`config.mk`:
```
export PLATFORM = sky130hd
export DESIGN_NAME = user_id_reader
export DESIGN_NICKNAME = d
export VERILOG_FILES = /design/src/rtl/user_id_reader_pkg.sv /design/src/rtl/user_id_reader_shifter.sv /design/src/rtl/user_id_reader.sv
export SDC_FILE = /design/constraint.sdc
export NUM_CORES = 1
export LEC_CHECK = 0
export CAP_MARGIN = 20
export CORE_ASPECT_RATIO = 1.2
export CORE_MARGIN = 2
export CORE_UTILIZATION = 44
export CTS_CLUSTER_SIZE = 8
export DETAILED_ROUTE_END_ITERATION = 16
export PLACE_DENSITY = 0.67
export SYNTH_ARGS = -nofsm -noshare
export SYNTH_HDL_FRONTEND = slang
export SYNTH_SLANG_ARGS = --single-unit
```
`constraint.sdc`:
```
create_clock -name clk -period 2.9 [get_ports clk]
set_clock_uncertainty 0.15 [all_clocks]
set_input_delay 0.87 -clock clk [delete_from_list [all_inputs] [get_ports clk]]
set_output_delay 0.87 -clock clk [all_outputs]
set_load 0.02 [all_outputs]
```
`src/rtl/user_id_reader_pkg.sv`:
```
// user_id_reader_pkg: FSM encoding and default ID width shared by the user ID reader files
package user_id_reader_pkg;
    localparam int DEF_ID_WIDTH = 32;
    typedef enum logic [1:0] {IDLE = 2'd0, SAMP0 = 2'd1, SAMP1 = 2'd2, SHIFT = 2'd3} state_t;
endpackage

```
`src/rtl/user_id_reader_shifter.sv`:
```
// user_id_reader_shifter: parallel-load bit-serial valid/ready shift-out.
// USER_ID_READER_PARITY_EN appends one odd-parity bit (~^data) after the ID.
module user_id_reader_shifter
    import user_id_reader_pkg::*;
#(
    parameter int ID_WIDTH  = DEF_ID_WIDTH,
    parameter bit LSB_FIRST = 1'b0
) (
    input  logic                clk,
    input  logic                resetn,
    input  logic                load,
    input  logic                adv,
    input  logic [ID_WIDTH-1:0] data,
    output logic                tx_data,
    output logic                tx_last
);
`ifdef USER_ID_READER_PARITY_EN
    localparam int N = ID_WIDTH + 1;
`else
    localparam int N = ID_WIDTH;
`endif
    localparam int CW = $clog2(N + 1);
    logic [ID_WIDTH-1:0] sr;
    logic [CW-1:0]       cnt;
    logic                id_bit;
    assign id_bit  = LSB_FIRST ? sr[0] : sr[ID_WIDTH-1];
    assign tx_last = cnt == CW'(N - 1);
    always_ff @(posedge clk or negedge resetn) begin
        if (!resetn) begin
            sr  <= '0;
            cnt <= '0;
        end else if (load) begin
            sr  <= data;
            cnt <= '0;
        end else if (adv) begin
            sr  <= LSB_FIRST ? sr >> 1 : sr << 1;
            cnt <= cnt + 1'b1;
        end
    end
`ifdef USER_ID_READER_PARITY_EN
    logic par;
    always_ff @(posedge clk or negedge resetn) begin
        if (!resetn)
            par <= 1'b0;
        else if (load)
            par <= ~^data;
    end
    assign tx_data = (cnt == CW'(ID_WIDTH)) ? par : id_bit;
`else
    assign tx_data = id_bit;
`endif
endmodule

```
`src/rtl/user_id_reader.sv`:
```
// user_id_reader: double-sampled capture of the mask_rev user ID and bit-serial stream-out.
// Define USER_ID_READER_PARITY_EN to append an odd-parity bit to the stream.
module user_id_reader
    import user_id_reader_pkg::*;
#(
    parameter int ID_WIDTH  = DEF_ID_WIDTH,
    parameter int MAX_RETRY = 3,
    parameter bit LSB_FIRST = 1'b0
) (
    input  logic                clk,
    input  logic                resetn,
    input  logic [ID_WIDTH-1:0] mask_rev,
    input  logic                capture_req,
    output logic [ID_WIDTH-1:0] id_value,
    output logic                id_valid,
    output logic                id_err,
    input  logic                tx_start,
    output logic                tx_busy,
    output logic                tx_data,
    output logic                tx_valid,
    input  logic                tx_ready,
    output logic                tx_last
);
    state_t              state, state_nx;
    logic                auto_cap;
    logic [3:0]          retry;
    logic [ID_WIDTH-1:0] s0;
    logic                enter_samp, shift_go, match, give_up;
    assign enter_samp = (state == IDLE) && (auto_cap || capture_req);
    assign match      = mask_rev == s0;
    assign give_up    = retry == 4'(MAX_RETRY);
    assign tx_busy    = state != IDLE;
    assign tx_valid   = state == SHIFT;
    always_ff @(posedge clk or negedge resetn) begin
        if (!resetn)
            state <= IDLE;
        else
            state <= state_nx;
    end
    always_comb begin
        state_nx = state;
        shift_go = 1'b0;
        case (state)
            IDLE: begin
                if (enter_samp)
                    state_nx = SAMP0;
                else if (tx_start && (id_valid || id_err)) begin
                    state_nx = SHIFT;
                    shift_go = 1'b1;
                end
            end
            SAMP0:   state_nx = SAMP1;
            SAMP1:   state_nx = (match || give_up) ? IDLE : SAMP0;
            SHIFT:   state_nx = (tx_ready && tx_last) ? IDLE : SHIFT;
            default: state_nx = IDLE;
        endcase
    end
    // A failed double-sample retries only MAX_RETRY times so a floating bus cannot stall housekeeping
    always_ff @(posedge clk or negedge resetn) begin
        if (!resetn) begin
            auto_cap <= 1'b1;
            retry    <= '0;
            s0       <= '0;
            id_value <= '0;
            id_valid <= 1'b0;
            id_err   <= 1'b0;
        end else begin
            if (enter_samp) begin
                auto_cap <= 1'b0;
                retry    <= '0;
                id_valid <= 1'b0;
                id_err   <= 1'b0;
            end
            if (state == SAMP0)
                s0 <= mask_rev;
            if (state == SAMP1) begin
                if (match) begin
                    id_value <= s0;
                    id_valid <= 1'b1;
                end else if (give_up) begin
                    id_value <= mask_rev;
                    id_err   <= 1'b1;
                end else
                    retry <= retry + 1'b1;
            end
        end
    end
    user_id_reader_shifter #(
        .ID_WIDTH (ID_WIDTH),
        .LSB_FIRST(LSB_FIRST)
    ) u_shifter (
        .clk    (clk),
        .resetn (resetn),
        .load   (shift_go),
        .adv    (tx_valid && tx_ready),
        .data   (id_value),
        .tx_data(tx_data),
        .tx_last(tx_last)
    );
endmodule
```
==> results.md, run 1 <==
- First drt pass iteration count: 4
- Post-route ant nets: 0
- Synthesized flop and latch total: between 100 and 150
- TritonCTS buffer count: 9
- Hold WC Path Type: reg2reg
- Num rows: 42
- Reg clk slew, reported paths: roughly 0.07 ns
- Setup TNS: 0 ns
- Fin area: ~0.0065 mm^2
- Unique masters post-synth: 36
- P_leak: between 3 and 4 nW
- Avg Cell Area, Syn: around 13 um^2
- Tcrit/Tclk final: between 90% and 100%
- Die Span Y: approximately 120 um
- CP max stage cell: clkdlybuf4s50_1
- NumNets Final: 532
- Final Max Tran Viols: 0
- Worst stage delay on the critical path: between 0.4 and 0.5 ns
- Core area: 0.01098 mm^2
- Max Cap Viol: 0
- Vias per cell: ~5.3
- HPWL after DPL: ~7500 um
- Max FO, Critical Path: 11
- Number of flops mapped to enable cells by yosys: 0
- Critical path required time: 2.98 ns
- Root Buffer: clkbuf_16
- Crit-path cells: clkdlybuf4s50_1, xnor2_1, nand4_1, nor4_2, nand2_2, a21oi_4, buf_4, buf_12, mux2_4
- Most frequent cells in the layout: 110 x dfrtp_1, 76 x nand2_1, 44 x clkdlybuf4s50_1
- Synth area leaders: dfrtp_1 56%, mux2_4 9.1%, mux2_2 6.6%, xnor2_1 5.8%, nand2_1 5.8%
- Largest net degree at the start of global routing: around 110
- PnR Total Power: 6.814 mW
- Initial core utilization: ~45%
- Syn. warnings: 0
- Port Buf Inserts: 74
- Net Count, Synth: ~430
- Flop2flop setup slack: between 0.5 and 0.6 ns
- GRT Util Overall: around 20%
- CTS hold repair buffers: 0
- Most common cell after layout, fill and taps aside: dfrtp_1
- Antenna diode count: 0
- Synth top area share: 55.56%
- DRC Markers: 0
- Final GP Congestion: 0.7733
- RSZ-0062 raised after global routing: false
- Largest delay contributor family on the critical path: buffers and inverters
- Worst-skew pair later-pin latency: 0.35 ns
- Hold Slack: 0.3267 ns
- Vias in the first global route: between 3000 and 4000
- Setup violators final: 0
- H-tree depth: 3
- Filler cells: about 870
- Tightest Pin Transition: just over 0.7 ns
- CP startpoint kind: input port
- Clock sinks: roughly 110
- Max Fclk: approximately 350 MHz
- Synth Instances: ~390
- Critical path class: in2reg
- Vias: roughly 3300
- CP Capture Type: register
- Die X: slightly above 100 um
- Share of layout cells above drive strength 1: about a quarter
- Top_reg_cell synth: dfrtp_1
- PwrDens: approximately 1100 mW/mm^2
- Largest area contributor in the netlist: dfrtp_1
- Final Hold Viols: 0
- VDD IR-drop max: 0.0005300 V
- Register area share after synthesis: a little under three fifths
- CTS tree: done
- WL/cell: about 18 um
- Drt total wl: ~11000 um
- Worst EP arrival: 2.92 ns
- Slew HR: between 50% and 60%
- Area delta synth->final: 30.73%
- Mapped Area: 0.004955 mm^2
- DP Area: 0.006001 mm^2
- Worst path bufs/invs: 3
- Initial DRC count: ~180
- Async SR Flop Fraction: 100.0%
- IO Pins: 75
- Clock buffer depth: 2
- Initial antenna violation count: 0
- Die area: ~0.012 mm^2
- Gr ovfl total: 0
- Final Critical Period: between 2 and 3 ns
- Outcome: complete, no violations
- First-pass GRT wire length: 18050 um
## per-stage QoR
stage          std cells  setup WS (ns)  util [%]
6_report             630        0.06251     58.98
4_1_cts              630      0.0004823     58.48
2_1_floorplan        393         0.3001         -
3_5_place_dp         607        -0.5384     54.64
3_3_place_gp         607        -0.4845     54.64
5_1_grt              630       0.002009     58.98
## sequential cells by signal (all words and copies together), names as in the netlist, 2 cells and up
register	cells
id_value	32
retry	4
s0	32
state	2
u_shifter.cnt	6
u_shifter.sr	32
## per-layer routing
metal / GRT usage (%) / part of all wire [%] / up-vias
met3: 3.410 / 2.4 / 13
met4: 7.620 / 2.0 / 0
met1: 26.88 / 46 / 1691
met2: 31.54 / 50 / 63
li1: - / - / 1565
met5: 0 / 0 / -
## cells in the mapped netlist, types with 2 or more instances
cell type and instances:
buf_1 3, nor3_1 2, nand2_1 76, xnor2_1 33, mux2_2 29, buf_12 3
clkbuf_1 12, mux2i_1 6, and2_1 2, nor4_2 3, dfrtp_1 110, inv_1 2
mux2_4 30, nand4_1 11, nand2b_1 3, mux2_1 5, ha_1 2, o21ai_0 4
a22oi_1 30, nor2_1 7, a21oi_1 3, xor2_1 3
## cell families (layout without fill, tap and decap cells)
kind of cell	after synthesis	in the layout	share of synthesized area [%]
adders and majority gates	2	2	0.5050
DFF	111	111	56.09
xor gates and xnor gates	36	36	6.364
and+or+nand+nor	110	110	10.03
AOI/OAI and AO/OA	43	43	6.389
muxes	70	70	18.03
buffers and inverters	21	126	2.601
## final timing paths
| kind | from | to | cells past startpoint |
|---|---|---|---|
| max | mask_rev[9] | id_value[4]$_DFFE_PN0P_ | 9 |
| min | u_shifter.sr[17]$_DFFE_PN0P_ | u_shifter.sr[17]$_DFFE_PN0P_ | 2 |
| max reg2reg | s0[7]$_DFFE_PN0P_ | id_value[4]$_DFFE_PN0P_ | 8 |
| min reg2reg | u_shifter.sr[17]$_DFFE_PN0P_ | u_shifter.sr[17]$_DFFE_PN0P_ | 2 |
| max in group asynchronous | resetn | u_shifter.sr[24]$_DFFE_PN0P_ | 2 |
| min in group asynchronous | resetn | u_shifter.sr[7]$_DFFE_PN0P_ | 2 |
## area by class of cell
| class | count | area [um^2] | share of cell area [%] |
|---|---|---|---|
| inverters | 2 | 7.507 | 0.1159 |
| multi-input cells | 261 | 2131 | 32.90 |
| clock buffers | 13 | 270.3 | 4.172 |
| flip-flops and latches | 111 | 2779 | 42.90 |
| repair buffers | 108 | 1085 | 16.75 |
| well taps | 132 | 165.2 | 2.550 |
| clock inverters | 3 | 40.04 | 0.6181 |
## worst reg2reg max path, stage by stage, from the launching register on
cell and delay, ns:
dfrtp_1 0.40, xnor2_2 0.20, nand4_1 0.16, nor4_2 0.38, nand2_2 0.13, a21oi_4 0.20, buf_4 0.15, buf_12 0.15
mux2_4 0.31
## timing repair
action | in CTS | in global routing
buffers inserted | 6 | 0
gates resized for setup | 22 | 17
endpoints found under the setup margin | 33 | 35
pin swaps | 11 | 19
gates cloned | 1 | 0
hold endpoints to repair | 0 | 0
## power breakdown
part,switching [mW],total [mW],internal (mW)
Combinational,1.22,2.76,1.53
Sequential,0.545,2.78,2.23
Clock,0.542,1.28,0.739
Power figures use the tool's default switching activity.
==> run 2: changes to the inputs <==
--- a/config.mk
+++ b/config.mk
@@ -7,11 +7,11 @@
 export LEC_CHECK = 0
 export CAP_MARGIN = 20
 export CORE_ASPECT_RATIO = 1.2
-export CORE_MARGIN = 2
 export CORE_UTILIZATION = 44
 export CTS_CLUSTER_SIZE = 8
 export DETAILED_ROUTE_END_ITERATION = 16
 export PLACE_DENSITY = 0.67
+export SETUP_SLACK_MARGIN = 0.3
 export SYNTH_ARGS = -nofsm -noshare
 export SYNTH_HDL_FRONTEND = slang
 export SYNTH_SLANG_ARGS = --single-unit
==> constraint.sdc (replaced) <==
create_clock -name clk -period 2.9 [get_ports clk]
set_clock_uncertainty 0.15 [all_clocks]
set_input_delay 0.87 -clock clk [delete_from_list [all_inputs] [get_ports clk]]
set_output_delay 0.87 -clock clk [all_outputs]
set_load 0.05 [all_outputs]
==> results.md, run 2 (synthesis results as in run 1) <==
- VDD IR-drop max: 0.0005536 V (+4.5%)
- Vias in the first global route: 3559 (+1.6%)
- Num rows: 42 (unchanged)
- NumNets Final: 547 (+2.8%)
- P_leak: 3.174 nW (+3.8%)
- Area delta synth->final: 35.28%
- Tcrit/Tclk final: 92.12% (-5.7 points)
- Pre-CTS setup slack: -0.4826 ns (+0.05575 ns)
- CP startpoint kind: input port
- Initial core utilization: 45.11% (unchanged)
- IO Pins: 75 (unchanged)
- Drt total wl: 11810 um (+6.3%)
- WL/cell: 18.34 um (+4.0%)
- Worst-skew pair later-pin latency: 0.34 ns (about the same)
- H-tree depth: 3 (unchanged)
- Critical path required time: 2.98 ns (about the same)
- First drt pass iteration count: 4 (unchanged)
- Clock buffer depth: 2 (unchanged)
- Vias: 3441 (+3.3%)
- Share of layout cells above drive strength 1: 36.33% (+11 points)
- Most frequent cells in the layout: 110 x dfrtp_1, 76 x nand2_1, 42 x buf_4, 32 x mux2_4, 30 x a22oi_1
- Clock sinks: 111 (unchanged)
- Slew HR: 63.76% (+12 points)
- CTS hold repair buffers: 0 (unchanged)
- RSZ-0062 raised after global routing: true
- Final Critical Period: 2.672 ns (-0.1659 ns)
- Filler cells: 871 (+0.23%)
- Tightest Pin Transition: 0.5425 ns (-0.1839 ns)
- Reg clk slew, reported paths: 0.07 ns (about the same)
- Max Cap Viol: 0 (unchanged)
- Gr ovfl total: 0 (unchanged)
- GRT Util Overall: 21.14% (+1.4 points)
- PwrDens: 1113 mW/mm^2 (+5.8%)
- Final GP Congestion: 0.7330 (-5.2%)
- DRC Markers: 0 (unchanged)
- Critical path class: in2reg
- Hold WC Path Type: in2async
- Die area: 0.01169 mm^2 (-3.6%)
- Max FO, Critical Path: 7 (-4)
- Root Buffer: clkbuf_16
- First-pass GRT wire length: 18750 um (+3.9%)
- PnR Total Power: 7.459 mW (+9.5%)
- Setup ws final: 0.2284 ns (+0.1659 ns)
- Port Buf Inserts: 74 (unchanged)
- Setup violators final: 0 (unchanged)
- Max Fclk: 374.3 MHz (+6.2%)
- Die Span Y: 118.2 um (-1.7%)
- Worst EP arrival: 2.75 ns (-0.17 ns)
- TritonCTS buffer count: 9 (unchanged)
- Most common cell after layout, fill and taps aside: dfrtp_1
- Vias per cell: 5.343 (+1.0%)
- Post-route ant nets: 0 (unchanged)
- Core area: 0.01098 mm^2 (unchanged)
- CP Capture Type: register
- Antenna diode count: 0 (unchanged)
- Die X: 98.87 um (-2.0%)
- Initial DRC count: 117 (-36%)
- Largest registers: id_value: 32 flops, s0: 32 flops, u_shifter.sr: 32 flops
- Initial antenna violation count: 0 (unchanged)
- Largest net degree at the start of global routing: 47 (-58%)
- Final Hold Viols: 0 (unchanged)
- HPWL after DPL: 7692 um (+2.8%)
- Outcome: complete, no violations
- CTS tree: done
- Final Max Tran Viols: 0 (unchanged)
==> run 2: cell count changes in the layout (fill, tap and decap cells not counted), moves of 3 or more <==
cell and delta:
clkdlybuf4s15_2 +6, buf_2 +19, dlygate4sd2_1 -10, clkbuf_1 +3, buf_6 +5, xnor2_2 +12
buf_12 +3, buf_4 +12, xnor2_4 +3, clkdlybuf4s50_1 -17, dlymetal6s2s_1 -7, xnor2_1 -15
==> run 2: final timing paths <==
check                                        startpoint                      endpoint  slack, ns  cells after the start
setup / recovery                           mask_rev[27]      id_value[29]$_DFFE_PN0P_       0.23                     10
setup reg to reg                      s0[0]$_DFFE_PN0P_      id_value[29]$_DFFE_PN0P_       0.39                      9
max in group asynchronous                        resetn      id_value[16]$_DFFE_PN0P_       1.75                      2
min in group clk           u_shifter.sr[17]$_DFFE_PN0P_  u_shifter.sr[17]$_DFFE_PN0P_       0.33                      2
hold reg to reg            u_shifter.sr[17]$_DFFE_PN0P_  u_shifter.sr[17]$_DFFE_PN0P_       0.33                      2
hold / removal                                   resetn  u_shifter.cnt[0]$_DFFE_PN0P_       0.19                      1
==> run 2: routing by layer <==
layer | vias up | GRT usage [%] | wire length (um)
met1 | 1748 | 27.21 | 5039
met5 | - | 0 | 0
met2 | 80 | 36.06 | 6176
li1 | 1594 | - | -
met4 | 0 | 8.582 | 254
met3 | 19 | 2.602 | 344
==> run 2: repair_timing <==
item | CTS | global route
buffers inserted | 10 | 2
cloned | 3 | 0
pin swaps | 28 | 9
setup endpoints to repair | 43 | 42
gates resized for setup | 161 | 24
==> run 2: cell type report <==
class	instances	area (um^2)	share of cell area [%]
clock buffers	14	254.0	3.789
clock inverters	1	5.005	0.07467
inverters	2	7.507	0.1120
multi-input cells	261	2298	34.29
flip-flops and latches	111	2779	41.46
well taps	132	165.2	2.464
repair buffers	123	1194	17.81
==> run 2: stage by stage <==
stage / setup TNS (ns) / instances / utilization (%) / hold slack, ns / cell area (um^2)
finish: 0 / 644 / 61.03 / 0.1864 / 6703
CTS: 0 / 642 / 59.89 / 0.1875 / 6578
floorplan: 0 / 393 / - / 0.2957 / 4960
global placement: -15.09 / 614 / 55.14 / 0.3085 / 6056
detailed placement: -15.65 / 614 / 55.14 / 0.3174 / 6056
global route: 0 / 644 / 61.03 / 0.1921 / 6703
==> run 2: power breakdown <==
part	leakage (nW)	switching [mW]	internal (mW)
registers	1.37	0.611	2.23
clock network	0.127	0.520	0.602
logic	1.68	1.86	1.63
total	3.17	2.99	4.47
==> run 2: worst max-delay path: stages <==
cell and delay (ns):
buf_8 0.11, xnor2_4 0.17, nand4_1 0.20, nor4_4 0.35, nand2_2 0.13, a21oi_4 0.21
buf_12 0.16, buf_12 0.10, buf_16 0.13, mux2_4 0.30
